===== config.mk =====
export PLATFORM = sky130hd
export DESIGN_NAME = vtiming_meas
export DESIGN_NICKNAME = d
export VERILOG_FILES = /design/src/rtl/vtiming_meas.sv
export SDC_FILE = /design/constraint.sdc
export NUM_CORES = 1
export LEC_CHECK = 0
export CAP_MARGIN = 20
export CORE_MARGIN = 4
export CORE_UTILIZATION = 25
export DETAILED_ROUTE_END_ITERATION = 10
export GPL_TIMING_DRIVEN = 0
export MAX_ROUTING_LAYER = met4
export SYNTH_ARGS = -nofsm -noshare
export SYNTH_HDL_FRONTEND = slang
export SYNTH_SLANG_ARGS = --single-unit

===== constraint.sdc =====
create_clock -name clk -period 19.6 [get_ports clk]
set_input_delay 2.94 -clock clk [delete_from_list [all_inputs] [get_ports clk]]
set_output_delay 2.94 -clock clk [all_outputs]
set_load 0.01 [all_outputs]

===== src/rtl/vtiming_meas.sv =====
// Receive-side video timing measurement: recovers line period (min/max), last line
// index and a lock indication from the registered dphstart/dpvstart strobe pair.
module vtiming_meas #(
   parameter int CW         = 16,
   parameter int LOCKFRAMES = 4
) (
   input  logic          clk,
   input  logic          resetn,
   input  logic          enable,
   input  logic          dphstart,
   input  logic          dpvstart,
   output logic [CW-1:0] hmin,
   output logic [CW-1:0] hmax,
   output logic [CW-1:0] vtot,
   output logic          locked,
   output logic          err,
   output logic          frame
);

   localparam logic [1:0] ST_SEARCH  = 2'd0;
   localparam logic [1:0] ST_MEASURE = 2'd1;
   localparam logic [1:0] ST_CHECK   = 2'd2;
   localparam logic [1:0] ST_LOCKED  = 2'd3;

   localparam logic [CW-1:0] C_ALL1 = {CW{1'b1}};

   logic [1:0]    r_state;
   logic [CW-1:0] r_lctr;
   logic [CW-1:0] r_yctr;
   logic [CW-1:0] r_curmin;
   logic [CW-1:0] r_curmax;
   logic [CW-1:0] r_hmin;
   logic [CW-1:0] r_hmax;
   logic [CW-1:0] r_vtot;
   logic [7:0]    r_matchcnt;
   logic          r_locked;
   logic          r_err;
   logic          r_frame;

   logic          w_fb;
   logic          w_bad;
   logic          w_ovf;
   logic [CW-1:0] w_period;
   logic [CW-1:0] w_fmin;
   logic [CW-1:0] w_fmax;
   logic          w_spreadOk;
   logic          w_match;
   logic [8:0]    w_cntNext;
   logic          w_reached;

   assign w_fb       = dphstart & dpvstart;
   assign w_bad      = dpvstart & ~dphstart;
   assign w_ovf      = (r_lctr == C_ALL1) | (r_yctr == C_ALL1);
   assign w_period   = r_lctr + CW'(1);
   // Frame min/max must include the period of the line closed by the current strobe.
   assign w_fmin     = (w_period < r_curmin) ? w_period : r_curmin;
   assign w_fmax     = (w_period > r_curmax) ? w_period : r_curmax;
   assign w_spreadOk = (w_fmax - w_fmin) <= CW'(1);
   assign w_match    = (w_fmin == r_hmin) && (w_fmax == r_hmax) &&
                       (r_yctr == r_vtot) && w_spreadOk;
   assign w_cntNext  = {1'b0, r_matchcnt} + 9'd1;
   assign w_reached  = (w_cntNext == 9'(LOCKFRAMES));

   always_ff @(posedge clk or negedge resetn) begin
      if (!resetn) begin
         r_lctr <= '0;
         r_yctr <= '0;
      end else if (!enable) begin
         r_lctr <= '0;
         r_yctr <= '0;
      end else begin
         if (dphstart)
            r_lctr <= '0;
         else if (r_lctr != C_ALL1)
            r_lctr <= r_lctr + CW'(1);
         if (w_fb)
            r_yctr <= '0;
         else if (dphstart && (r_yctr != C_ALL1))
            r_yctr <= r_yctr + CW'(1);
      end
   end

   // Each frame boundary closes the old frame and restarts the accumulators.
   always_ff @(posedge clk or negedge resetn) begin
      if (!resetn) begin
         r_curmin <= '0;
         r_curmax <= '0;
      end else if (enable) begin
         if (w_fb) begin
            r_curmin <= C_ALL1;
            r_curmax <= '0;
         end else if (dphstart && (r_state != ST_SEARCH)) begin
            r_curmin <= w_fmin;
            r_curmax <= w_fmax;
         end
      end
   end

   always_ff @(posedge clk or negedge resetn) begin
      if (!resetn) begin
         r_state    <= ST_SEARCH;
         r_hmin     <= '0;
         r_hmax     <= '0;
         r_vtot     <= '0;
         r_matchcnt <= '0;
         r_locked   <= 1'b0;
         r_err      <= 1'b0;
         r_frame    <= 1'b0;
      end else begin
         r_frame <= 1'b0;
         if (!enable) begin
            r_state  <= ST_SEARCH;
            r_locked <= 1'b0;
            r_err    <= 1'b0;
         end else if (w_ovf || w_bad) begin
            r_state  <= ST_SEARCH;
            r_locked <= 1'b0;
            r_err    <= 1'b1;
         end else if (w_fb) begin
            if (r_state == ST_SEARCH) begin
               r_state <= ST_MEASURE;
            end else begin
               r_hmin  <= w_fmin;
               r_hmax  <= w_fmax;
               r_vtot  <= r_yctr;
               r_frame <= 1'b1;
               case (r_state)
                  ST_MEASURE: begin
                     r_matchcnt <= '0;
                     r_state    <= ST_CHECK;
                  end
                  ST_CHECK: begin
                     if (w_match) begin
                        r_matchcnt <= w_cntNext[7:0];
                        if (w_reached) begin
                           r_state  <= ST_LOCKED;
                           r_locked <= 1'b1;
                        end
                     end else begin
                        r_matchcnt <= '0;
                     end
                  end
                  default: begin
                     if (!w_match) begin
                        r_state    <= ST_CHECK;
                        r_locked   <= 1'b0;
                        r_matchcnt <= '0;
                     end
                  end
               endcase
            end
         end
      end
   end

   assign hmin   = r_hmin;
   assign hmax   = r_hmax;
   assign vtot   = r_vtot;
   assign locked = r_locked;
   assign err    = r_err;
   assign frame  = r_frame;

endmodule


# Yosys cells after proc, flatten, opt, wreduce, memory -nomap -nowiden
# Cells that the tools add are included.
[totals]
reg_bits = 125
input_bits = 5
output_inout_bits = 51
elab_cells = 99
[classes]
n_addsub = 4
magnitude_cmp = 3
eq_ne = 23
mux = 37
n_bitwise = 6
n_reduce_logical = 14
[op_table]
columns = ["op", "n"]
rows = [
  ["two-way mux 16 bit", 12],
  ["equality test 16 bit", 3],
  ["adder 16 x 1 -> 16 bit (second input constant)", 2],
  ["equality test 16 bit (second input constant)", 2],
  ["inequality test 16 bit (second input constant)", 2],
  ["greater-than comparator 16 bit", 1],
  ["<= comparator 16 x 1 -> 1 bit (second input constant)", 1],
  ["< comparator 16 bit", 1],
  ["two-way mux 8 bit", 2],
  ["one-hot mux 8 bit (2 select lines)", 1],
  ["subtractor 16 bit", 1],
  ["two-way mux 2 bit", 7],
  ["two-way mux 1 bit", 13],
  ["inequality test 3 x 1 -> 1 bit (second input constant)", 4],
  ["inequality test 5 bit (second input constant)", 2],
  ["adder 8 x 1 -> 9 bit (second input constant)", 1],
  ["equality test 9 x 3 -> 1 bit (second input constant)", 1],
  ["inequality test 4 bit (second input constant)", 2],
  ["AND reduction 4 bit", 2],
  ["inequality test 3 bit (second input constant)", 2],
  ["inequality test 6 x 2 -> 1 bit (second input constant)", 1],
  ["AND reduction 6 bit", 1],
  ["logical AND 1 bit", 5],
  ["AND reduction 5 bit", 1],
  ["other kinds (13)", 17],
]

# Depth between registers and ports, before layout
# Gate-level depths: netlist (run 1).
[depth]
depth_word = 13
ltp_mapped = 29

# Least setup slack after synthesis (run 1)
# Ideal clock, no wire load.
[synth_timing]
path_kind = "register to register"
start = "register r_lctr[0]"
end = "register r_matchcnt[5]"
arrival_ns = 6.843
slack_ns = 12.677
stages_incl_launch_ff = 29
n_path_buf = 3
period_less_slack_ns = 6.923
cell_sequence = "dfrtp_1 -> clkbuf_1 -> nand3_1 -> nor4_1 -> xnor2_1 -> inv_1 -> ha_1 -> nand4_2 -> or4_1 -> a21o_4 -> nand3_2 -> nand2_1 -> clkbuf_1 -> nor2_1 -> a21oi_1 -> ha_1 -> fa_1 -> nand2b_1 -> a21o_1 -> a21o_1 -> and2_1 -> o21ai_0 -> o221ai_1 -> or4_1 -> or4_4 -> nor4b_4 -> buf_6 -> a211oi_1 -> mux2i_1"
[synth_via]
elab_chain_cells = 9
word_cells_on_any_way = 20
cone_classes = "add/sub: 2; order compare: 3; eq/ne: 4; mux: 4; bitwise: 2; reduce/logical: 5"
[synth_rtl]
columns = ["item", "line_no", "text"]
rows = [
  ["start, declared", "28", "logic [CW-1:0] r_lctr;"],
  ["start signal, assigned", "75", "r_lctr <= r_lctr + CW'(1);"],
  ["parallel branches: the longest is 9 deep, another holds adder 16 x 1 -> 16 bit", "-", ""],
  ["end signal, assigned", "134", "r_matchcnt <= w_cntNext[7:0];"],
  ["end, declared", "35", "logic [7:0] r_matchcnt;"],
]
# Several ways; the timed one is not identified.
# A chain may end at the register's enable or synchronous reset.

# Worst setup path in the final report (run 1)
# Ends and elaborated chain as after synthesis.

==> results list, run 1 <==
- Max Root-Sink Buffers: 2
* Synthesis-to-layout area growth: 19.59%
- After synthesis, the netlist uses 75 different library cells.
- Area of the multi-input gates: 0.005281 sq mm
* Largest area contributor in the netlist: sky130_fd_sc_hd__dfrtp_1
* Clock network latency to the later pin of the worst-skew pair: 0.44 ns
- Max-Slew Margin vs Limit: 19.96%
* Min Tclk post-route: around 9.0 ns
- Antenna violations before repair: 1
* Number of violations reported at the end of detailed-routing iteration 0: 853
* Outcome: finished clean
* Peak Freq: 110.6 MHz
- Worst-path fanout max: 10
- Clock-pin slew was measured on the worst setup and hold paths at 0.06 ns.
- STA classifies the critical path startpoint as a flip-flop.
* Share of post-route cells with drive strength above 1: 5.300%
- Data arrives at the worst endpoint at 9.39 ns.
* First drt pass iteration count: 5
- The largest single stage delay on the critical path is between 0.8 and 0.9 ns.
- Clock tree synthesis selected as its root buffer the cell sky130_fd_sc_hd__clkbuf_16.
- For this run, the total global-route usage over all layers was measured as about 18%.
- Once the clock tree was built, the setup fixing pass inserted 0 buffers.
- Number of standard cells after synthesis: 1,061
- Type of element capturing the critical path: flip-flop
* Number of enable flip-flop cells after synthesis: 0
- Final setup TNS: 0 ns
- The final number of hold-violating endpoints was 0.
* Worst Tran Pin Value: about 1.2 ns
- Entering global routing, the biggest net connects 84 pins.
- For this configuration, the core starts out at a cell density of 25.49%.
- At the end of the flow, the number of nets in the layout was 1,197.
* Clock skew: about 0.013 ns
- Area of the core: 0.03480 sq mm
* Average cell area after synthesis: 8.361 sq um
- The largest individual stage delay along the critical path comes from the cell sky130_fd_sc_hd__xnor2_1.
* Number of global-route vias before repair: 8,206
* Biggest area contributors in the synthesized netlist: sky130_fd_sc_hd__dfrtp_1 (35%), sky130_fd_sc_hd__ha_1 (7.3%), sky130_fd_sc_hd__nand2_1 (6.9%)
- Total of flip-flops plus latches after synthesis: 125
- Per-cell routed wire length: around 21 microns
- The final-report max-slew violation count was 0.
- Number of antenna-violating nets in the routed design: 0
* Leak: 4.708 nW
- The first global-routing pass estimated 51,540 microns of wire.
- Max Cap Viol: 0
* Final weighted congestion in routability-driven placement: ~0.96
* Via Count: around 8,600
- In this run the biggest area consumer among cell types represents approximately a third of the synthesized area.
- For this run, design rule violations remaining after detail routing come to 0.
* CTS tree: done
* Number of hold-repair buffers added at the cts stage: 0
* Setup repair after global routing missed its margin: false
* Most frequently used flop master after synthesis: sky130_fd_sc_hd__dfrtp_1
- Aggregate routed wire length: 33,750 microns
- The floorplan has roughly 70 rows.
- Drt via density: 5.352
- Instance area at placement: between 0.01 and 0.015 sq mm
* Total die area: approximately 0.039 sq mm
- After routing the design area is 0.01061 sq mm.
* Maximum level of the CTS H-tree: 4
- Synthesis produced a netlist with a net count of 1,119.
- Post-Place Worst Slack: approximately 10 ns
- Port Buffers: 54
- Synth async-reset ratio: between 90% and 100%
* Count of endpoints failing setup in the final report: 0
- In this run the power density over the cells is 137.7 mW/mm^2.
- Required time at the endpoint of the critical path: 19.95 ns
* Worst setup slack for register-to-register paths: 10.56 ns
- Sink Count: 125
- After synthesis the cells add up to 0.008871 sq mm.
- 56 I/O pins were placed.
- VDD sags by at most about 80 uV.
- Setup slack closes at 10.56 ns.
* Die width: 196.4 microns
- Of the synthesized area, sequential elements account for 35.26%.
* Estimated wirelength of the detail-placed design: approximately 26,000 microns
- Overall die height: 196.4 microns
- The worst setup path is of the reg -> reg kind.
- Number of buffers created by CTS: 17
- Total area of sequential cells: 0.003128 sq mm
- The path class of the tightest hold or removal check is reg -> reg.
- Fill cell count: 3,662
* Post-cts gate resize count: 0
* Remaining global-route overflow: 0
- In the finished design, the share of the clock period the worst path needs comes to 46.12%.
- Yosys warnings: 0
cells in the mapped netlist (4+ instances only):
cell type                   number
sky130_fd_sc_hd__o2111ai_1      12
sky130_fd_sc_hd__o21ai_0        60
sky130_fd_sc_hd__a21oi_1        74
sky130_fd_sc_hd__o22ai_1        12
sky130_fd_sc_hd__a22oi_1         9
sky130_fd_sc_hd__and3_1         10
sky130_fd_sc_hd__dfrtp_1       125
sky130_fd_sc_hd__nand3_1        43
sky130_fd_sc_hd__mux2i_1        17
sky130_fd_sc_hd__clkbuf_1       29
sky130_fd_sc_hd__nand2_1       163
sky130_fd_sc_hd__ha_1           52
sky130_fd_sc_hd__a211o_1         6
sky130_fd_sc_hd__xor2_1         24
sky130_fd_sc_hd__or4_1           6
sky130_fd_sc_hd__or3_1           7
sky130_fd_sc_hd__o21a_1          8
sky130_fd_sc_hd__nor2_1         73
sky130_fd_sc_hd__a21o_1         10
sky130_fd_sc_hd__inv_1          76
sky130_fd_sc_hd__and4_1          7
sky130_fd_sc_hd__nor4_1         17
sky130_fd_sc_hd__nand2b_1       12
sky130_fd_sc_hd__nor3b_1         4
sky130_fd_sc_hd__o221ai_1        7
sky130_fd_sc_hd__nor3_1         17
sky130_fd_sc_hd__nor2b_1         9
sky130_fd_sc_hd__o211ai_1        8
sky130_fd_sc_hd__buf_1           4
sky130_fd_sc_hd__buf_2           4
sky130_fd_sc_hd__a32oi_1         5
sky130_fd_sc_hd__and2_1          5
sky130_fd_sc_hd__a31oi_1         5
sky130_fd_sc_hd__xnor2_1        46
sky130_fd_sc_hd__a211oi_1       12
sky130_fd_sc_hd__nand4_1        29
path summary, 6_finish.rpt:
path | end | depth (start not counted) | startpoint
setup reg to reg | r_matchcnt[5] | 27 | r_lctr[0]
hold reg to reg | err | 1 | err
setup / recovery | r_matchcnt[5] | 27 | r_lctr[0]
hold / removal | err | 1 | err
max in group asynchronous | r_yctr[0] | 2 | resetn
min in group asynchronous | r_lctr[5] | 1 | resetn
sequential cells by signal (all words and copies together), names as in the netlist:
register / flops
r_yctr: 16
r_lctr: 16
vtot: 16
hmin: 16
r_curmax: 16
err: 1
r_curmin: 16
frame: 1
r_state: 2
hmax: 16
locked: 1
r_matchcnt: 8
logic make-up after synthesis:
logic type	count (synthesis)	synth area share, %
XOR/XNOR	73	7.687
AND/OR/NAND/NOR	417	23.03
buffers and inverters	116	5.218
AO/OA/AOI/OAI	260	19.32
adder cells (fa/ha/maj)	53	7.560
flip-flops	125	35.26
multiplexers	17	1.918
layout by cell type (no fill, tap or decap), types with 5 or more instances in the layout:
cell type	n
sky130_fd_sc_hd__a211o_1	6
sky130_fd_sc_hd__o21a_1	8
sky130_fd_sc_hd__o21ai_0	60
sky130_fd_sc_hd__nor3_1	17
sky130_fd_sc_hd__a211oi_1	12
sky130_fd_sc_hd__nor4_1	17
sky130_fd_sc_hd__ha_1	52
sky130_fd_sc_hd__o22ai_1	12
sky130_fd_sc_hd__a32oi_1	5
sky130_fd_sc_hd__o221ai_1	7
sky130_fd_sc_hd__and4_1	7
sky130_fd_sc_hd__a21o_1	10
sky130_fd_sc_hd__nand2_1	163
sky130_fd_sc_hd__nand2b_1	12
sky130_fd_sc_hd__a22oi_1	9
sky130_fd_sc_hd__o211ai_1	8
sky130_fd_sc_hd__nand3_1	43
sky130_fd_sc_hd__nor2_1	73
sky130_fd_sc_hd__or3_1	7
sky130_fd_sc_hd__xor2_1	24
sky130_fd_sc_hd__inv_1	76
sky130_fd_sc_hd__clkbuf_1	29
sky130_fd_sc_hd__nand4_1	29
sky130_fd_sc_hd__o2111ai_1	12
sky130_fd_sc_hd__and2_1	5
sky130_fd_sc_hd__dfrtp_1	125
sky130_fd_sc_hd__a31oi_1	5
sky130_fd_sc_hd__clkdlybuf4s50_1	53
sky130_fd_sc_hd__mux2i_1	17
sky130_fd_sc_hd__and3_1	10
sky130_fd_sc_hd__xnor2_1	46
sky130_fd_sc_hd__or4_1	6
sky130_fd_sc_hd__clkbuf_16	17
sky130_fd_sc_hd__a21oi_1	74
sky130_fd_sc_hd__nor2b_1	9
layer usage:
layer	part of all wire [%]	track usage, %
met4	3.0	5.689
met5	0	-
met2	46	27.38
met1	45	24.24
met3	6.5	2.752
per-stage QoR:
stage / util, % / hold WS [ns] / power [mW] / std cells
CTS: 30.44 / 0.4928 / 1.453 / 1604
finish: 30.49 / 0.4907 / 1.461 / 1607
detailed placement: 28.82 / 0.4792 / 1.131 / 1573
floorplan: - / 0.4931 / 0.8783 / 1061
global placement: 28.68 / 0.4827 / 1.133 / 1570
global route: 30.49 / 0.5249 / 1.548 / 1607
cell type report:
type | instances | share of cell area, %
Timing Repair Buffer | 59 | 5.673
Sequential cell | 125 | 29.48
Clock buffer | 17 | 4.010
Clock inverter | 14 | 1.297
Antenna cell | 1 | 0.02359
Inverter | 76 | 2.689
Tap cell | 455 | 5.366
Buffer | 40 | 1.675
Multi-Input combinational cell | 820 | 49.78
critical path: cells and delay by family (launching register included):
family	cells	cell delay (ns)
compound gates	8	2.27
xor+xnor	1	0.88
fa+ha+maj	3	1.10
buf+inv	4	1.24
flops	1	0.45
mux	1	0.15
simple gates	10	2.83
power by group:
part           internal, mW  switching [mW]
clock                 0.176           0.139
sequential            0.281          0.0339
combinational         0.316           0.514
total                 0.774           0.687
No activity file was read; power rests on OpenSTA's default activity.
==> run 2, diff against run 1 <==
Clock period 19.6 ns to 8.7 ns, I/O delays scaled along.
==> run 2 against run 1 <==
Clock skew up 0.0013 ns. First-iteration DRC count shrank 4.8%. Total power increased by 130%.
==> results list, run 2 (synthesized netlist as in run 1, its figures left out) <==
- The ratio of cells with drive above 1 in the final layout is 6.527% (+1.2 points).
- Kind of cell with the highest combined delay on the critical path: simple AND/OR/NAND/NOR gates
* Worst Tran Pin Value: 1.088 ns (-0.07874 ns)
- Maximum number of pins on one net before global-route repair: 84 (unchanged)
- The highest achievable clock rate was 118.5 MHz (+7.1%).
- The static leakage is 4.718 nW (+0.20%).
* Number of hold-repair buffers added at the cts stage: 0 (unchanged)
* Worst-path fanout max: 10 (unchanged)
* Internal power: 1.753 mW (+130%)
* Final weighted congestion in routability-driven placement: 0.9585 (unchanged)
- The total die area came to 0.03856 sq mm (unchanged).
- On the critical path, the stage with the largest delay is an instance of sky130_fd_sc_hd__or4_1.
- First drt pass iteration count: 7 (+2)
* Via Count: 8,605 (+0.058%)
- The number of antenna diodes is 0 (-1).
* Clock network latency to the later pin of the worst-skew pair: 0.44 ns (about the same)
* Instance area at placement: 0.01003 sq mm (unchanged)
* Post-layout instance area: 0.01068 sq mm (+0.68%)
- The switching fraction of total power was 47.22% (+0.19 points).
- The tree is rooted in a sky130_fd_sc_hd__clkbuf_16.
* IR drop worst, VDD: 180.6 uV (+130%)
* Die width: 196.4 microns (unchanged)
- The estimated wirelength of the detail-placed design came to 25,970 microns (unchanged).
- The summed negative setup slack over all endpoints is 0 ns (unchanged).
- Fin cells: 1,604 (-0.19%)
- Required time at the endpoint of the critical path: 9.06 ns (-10.89 ns)
- Net switching power: 1.568 mW (+130%)
- Min Tclk post-route: 8.437 ns (-0.6025 ns)
- The vias per cell came to 5.365 (+0.25%).
- Number of global-route vias before repair: 8,204 (-0.024%)
* Clock network fraction of design power: 21.4% (-0.2 points)
- The path class of the tightest hold or removal check is reg -> reg.
- The final-report max-slew violation count is 0 (unchanged).
- Global-route wire length before repair: 51,550 microns (about the same)
- The worst-case hold slack came to 0.4912 ns (+0.0005710 ns).
- Logic gate share of total power: 57.2% (+0.4 points)
- The stage delay of the slowest cell on the critical path came to 0.66 ns (-0.22 ns).
- Clock skew: 0.01453 ns (+0.001321 ns)
- Number of violations reported at the end of detailed-routing iteration 0: 812 (-4.8%)
- The final global-route overflow total came to 0 (unchanged).
- I/O Pins: 56 (unchanged)
* Placed Cells: 1,573 (unchanged)
* Starting Density: 25.49% (unchanged)
- TritonCTS built the clock tree.
- In the layout the commonest cells are sky130_fd_sc_hd__nand2_1 (163), sky130_fd_sc_hd__dfrtp_1 (125), sky130_fd_sc_hd__inv_1 (76).
- Leaving out fill and tap cells, the most frequent cell in the layout is sky130_fd_sc_hd__nand2_1.
* NumNets Final: 1,195 (-0.17%)
* Number of antenna-violating nets in the routed design: 0 (unchanged)
* Buffer and inverter count on the worst path: 3 (-1)
* Aggregate routed wire length: 33,790 microns (+0.12%)
- Worst Setup Slack, final: 0.2630 ns (-10.30 ns)
- The vertical die dimension was 196.4 microns (unchanged).
- The number of cell rows was 68 (unchanged).
- Antenna violations before repair: 0 (-1)
- The final number of hold-violating endpoints came to 0 (unchanged).
- Synthesis-to-layout area growth: 20.41%
* DRC Markers: 0 (unchanged)
* Port Buffers: 54 (unchanged)
- The sum of internal, switching and leakage power came to 3.321 mW (+130%).
- Per-cell routed wire length: 21.07 microns (+0.30%)
- The clock input transition at the sequential cells of the worst setup and hold paths came to 0.07 ns (about the same).
- The all-layer global routing usage came to 17.83% (about the same).
- The arrival time at the worst endpoint was 8.79 ns (-0.60 ns).
* Area of the core: 0.03480 sq mm (unchanged)
* Outcome: finished clean
- The worst setup slack after placement came to -0.4509 ns (-10.90 ns).
- The number of max-cap violations came to 0 (unchanged).
- Type of element capturing the critical path: flip-flop
- The power density of the placed cells was 310.9 mW/mm^2 (+130%).
* WS Path Type: reg -> reg
- Setup repair after global routing missed its margin: false
- The number of setup violations in the final report came to 0 (unchanged).
* Sink Count: 125 (unchanged)
- Number of buffers created by CTS: 17 (unchanged)
- STA classifies the critical path startpoint as a flip-flop.
- The most numerous cell type found on the critical path is sky130_fd_sc_hd__or4_1.
- The normalized max-slew margin is 27.19% (+7.2 points).
- The part of the power in registers came to 21.4% (-0.2 points).
- The CTS H-tree depth was 4 (unchanged).
- Max Root-Sink Buffers: 2 (unchanged)
* Final standard cell utilization of the core: 30.70% (+0.21 points)
- Fin crit share: 96.98% (+51 points)
-- run 2: final cells by class --
cell class / instances / area [sq um]
fill: 3649 / 24120
multi-input combinational: 820 / 5365
sequential: 125 / 3128
timing repair buffer: 58 / 594.3
tap: 455 / 569.3
clock buffer: 17 / 425.4
inverter: 76 / 285.3
buffer: 39 / 176.4
clock inverter: 14 / 137.6
-- run 2: timing repair --
action,in CTS,in global routing
resized for setup,5,14
cloned,0,0
setup buffers,0,0
setup endpoints to repair,11,11
-- run 2: worst paths after layout --
check / start / endpoint / slack, ns / cells after the start
max reg2reg: r_lctr[2] / r_matchcnt[5] / 0.26 / 26
min reg2reg: err / err / 0.49 / 1
max in group asynchronous: resetn / r_yctr[0] / 7.11 / 2
max: r_lctr[2] / r_matchcnt[5] / 0.26 / 26
min: err / err / 0.49 / 1
min in group asynchronous: resetn / r_lctr[5] / 0.78 / 1
-- run 2: layer usage --
metal	vias to the layer above	track usage (%)	wire [microns]
li1	3977	-	-
met1	4236	24.16	15400
met2	320	27.34	15320
met3	72	2.974	1998
met4	0	5.689	1075
met5	-	-	0
-- run 2: power groups by stage --
stage | registers [mW] | logic (mW) | clock network (mW)
after detailed placement | 0.719 | 1.83 | 0
after global placement | 0.718 | 1.83 | 0
after CTS | 0.709 | 1.84 | 0.725
after global routing | 0.717 | 2.05 | 0.747
final | 0.710 | 1.90 | 0.711
after floorplan | 0.700 | 1.28 | 0
==> run 3, diff against run 2 <==
Settings changed: CORE_MARGIN 4 to default.
==> run 3 against run 2 <==
Clock power grew 7.9%. Non-clock buffer count unchanged. Total power up 1.9%. Final cell count is essentially flat. Largest power group unchanged.
==> results list, run 3 (synthesized netlist as in run 1, its figures left out) <==
- For this design, the slowest cell found on the critical path is sky130_fd_sc_hd__xnor2_1.
- The largest vdd supply drop was 207.4 uV (+15%).
* Leading cell types in the layout, fill and taps excluded: sky130_fd_sc_hd__nand2_1 (163), sky130_fd_sc_hd__dfrtp_1 (125), sky130_fd_sc_hd__inv_1 (76)
- Max Root-Sink Buffers: 2 (unchanged)
- The area growth from synthesis to layout is 21.49%.
* Destination of the worst register-to-register timing path: r_matchcnt[5]
* Area of the core: 0.03471 sq mm (-0.24%)
* Internal power: 1.808 mW (+3.2%)
- The post-cts hold buffer count is 0 (unchanged).
- The highest achievable clock rate is 120.3 MHz (+1.5%).
- The number of antenna diodes came to 0 (unchanged).
- For hold timing, the worst endpoint is err.
* Pwr per Cell Area: 313.9 mW/mm^2 (+0.97%)
* Global-route wire length before repair: 51,500 microns (about the same)
- The iteration-0 DRC count of the detailed router is 833 (+2.6%).
- The switching fraction of total power was 46.56% (-0.66 points).
- The clock period minus final worst setup slack is 8.315 ns (-0.1217 ns).
- Number of stages on the worst hold path: 1 (unchanged)
- The area taken by multi-input logic gates came to 0.005414 sq mm (+0.91%).
* WS Path Type: reg -> reg
* Share of post-route cells with drive strength above 1: 6.870% (+0.34 points)
- Remaining global-route overflow: 0 (unchanged)
* Starting Density: 25.56% (+0.062 points)
- Worst endpoint data arrival time: 8.67 ns (-0.12 ns)
- The total number of nets in the final design was 1,195 (unchanged).
* Clock skew: 0.01029 ns (-0.004234 ns)
- Count of endpoints failing setup in the final report: 0 (unchanged)
- The data required time of the critical path came to 9.05 ns (about the same).
- Maximum level of the CTS H-tree: 4 (unchanged)
- Clock network latency to the later pin of the worst-skew pair: 0.43 ns (about the same)
- Overall die height: 190.4 microns (-3.1%)
- The part of the power in registers was 21.1% (-0.3 points).
- STA classifies the critical path endpoint as a flip-flop.
- Number of antenna-violating nets in the routed design: 0 (unchanged)
- The wire length per cell came to 20.91 microns (-0.72%).
- Most common cell after layout, fill and taps aside: sky130_fd_sc_hd__nand2_1
* Register-to-Register Path Depth: 28 (+7.7%)
- The die span in x came to 190.4 microns (-3.1%).
* Fill cell count: 3,718 (+1.9%)
- Maximum number of pins on one net before global-route repair: 75 (-11%)
* Leak: 4.778 nW (+1.3%)
- The worst setup path is launched from a flip-flop.
- Final weighted congestion in routability-driven placement: 0.9705 (+1.3%)
* Worst Setup Slack, final: 0.3847 ns (+0.1217 ns)
* Tot Pwr: 3.383 mW (+1.9%)
- The clock network power share is 22.7% (+1.3 points).
- The summed negative setup slack over all endpoints was 0 ns (unchanged).
- The worst hold path begins at err.
- In this run the critical register-to-register path is launched from r_lctr[0].
* Final hold violation count: 0 (unchanged)
- Drt via density: 5.351 (-0.25%)
- The DRC violations left was 0 (unchanged).
* Net switching power: 1.575 mW (+0.46%)
* First drt pass iteration count: 5 (-2)
* Slew Viols, Final: 0 (unchanged)
* Post-Place Worst Slack: -0.5781 ns (-0.1272 ns)
- The footprint of the flip-flops and latches is 0.003128 sq mm (unchanged).
- Worst setup slack for register-to-register paths: 0.38 ns (+0.12 ns)
- The total via count in the routed design came to 8,589 (-0.19%).
- The clock sink count came to 125 (unchanged).
- Aggregate routed wire length: 33,570 microns (-0.66%)
- The initial antenna violation count is 0 (unchanged).
- The share of the clock period used by the worst path was 95.58% (-1.4 points).
- The number of cell rows was 68 (unchanged).
* Max-Slew Margin vs Limit: 17.44% (-9.7 points)
* Port Buffers: 54 (unchanged)
- The number of max-cap violations was 0 (unchanged).
- Post-CTS clock slew at the launch and capture registers of the worst setup and hold paths: 0.06 ns (about the same)
- Global-route usage over all layers: 19.57% (+1.7 points)
- The total die area came to 0.03624 sq mm (-6.0%).
- Worst hold path class: reg -> reg
- The root buffer cell chosen for the clock tree is sky130_fd_sc_hd__clkbuf_16.
* Outcome: finished clean
- Logic gate share of total power: 56.2% (-1.0 points)
* Stage delay of the slowest cell on the critical path: 0.74 ns (+0.08 ns)
- The estimated wirelength of the detail-placed design is 25,750 microns (-0.86%).
* Number of global-route vias before repair: 8,418 (+2.6%)
- Number of buffers created by CTS: 17 (unchanged)
* I/O Pins: 56 (unchanged)
- The maximum net fanout on the critical path came to 10 (unchanged).
- The measured slew at the worst slew-check pin was 1.207 ns (+0.1187 ns).
* CTS tree: done
-- run 3: cell types whose count changed in the layout (fill, tap and decap cells not counted), moves of 2 or more --
cell / before / now
sky130_fd_sc_hd__bufinv_16: 1 / 3
sky130_fd_sc_hd__nor4_4: 1 / 3
sky130_fd_sc_hd__clkinvlp_4: 4 / 2
sky130_fd_sc_hd__nor4_1: 14 / 12
-- run 3: worst max path at each step --
stage          startpoint             to  depth (start not counted)
4_1_cts         r_lctr[0]  r_matchcnt[5]                         27
2_1_floorplan   r_lctr[0]  r_matchcnt[5]                         28
3_3_place_gp    r_lctr[0]  r_matchcnt[5]                         27
3_5_place_dp    r_lctr[0]  r_matchcnt[5]                         27
5_1_grt         r_lctr[0]  r_matchcnt[5]                         28
6_report        r_lctr[0]  r_matchcnt[5]                         28
-- run 3: repair_timing --
action | 4_1_cts | 5_1_grt
pin swaps | 0 | 1
setup endpoints to repair | 11 | 11
buffers inserted | 0 | 3
resized for setup | 7 | 19
-- run 3: per-stage QoR --
stage          hold slack, ns  util, %  std cells  instance area, sq um
6_report               0.4974    31.05       1605                 10780
5_1_grt                0.5309    31.05       1605                 10780
4_1_cts                0.5016    30.72       1603                 10660
3_5_place_dp           0.4869    28.84       1571                 10010
3_3_place_gp           0.4829    28.75       1570                  9981
2_1_floorplan          0.4931        -       1061                  8871
-- run 3: power groups by stage --
stage	Combinational, mW	Sequential (mW)	Clock (mW)
after CTS	1.84	0.712	0.777
final	1.90	0.713	0.767
after global routing	2.05	0.719	0.804
after detailed placement	1.82	0.721	0
after global placement	1.82	0.721	0
after floorplan	1.28	0.700	0
-- run 3: final cells by class --
cell class	count	share of cell area, %
plain buffers	39	1.637
clock buffers	17	3.947
clock inverters	15	1.741
inverters	76	2.647
multi-input cells	820	50.23
flip-flops and latches	125	29.02
well taps	455	5.282
repair buffers	58	5.491
-- run 3: critical path, delay by kind of cell (launching register included) --
kind | cells | cell delay, ns
mux | 1 | 0.16
flops | 1 | 0.46
xor+xnor | 1 | 0.74
buf+inv | 3 | 0.85
fa+ha+maj | 4 | 1.38
simple gates | 12 | 3.40
compound gates | 7 | 1.24
-- run 3: metal layers --
layer  part of all wire, %  GRT usage [%]  routed length [microns]
met1                    46          26.45                    15490
met2                    44          29.02                    14890
met3                   5.5          2.981                     1837
met4                   4.0          8.062                     1349
met5                     0              -                        0
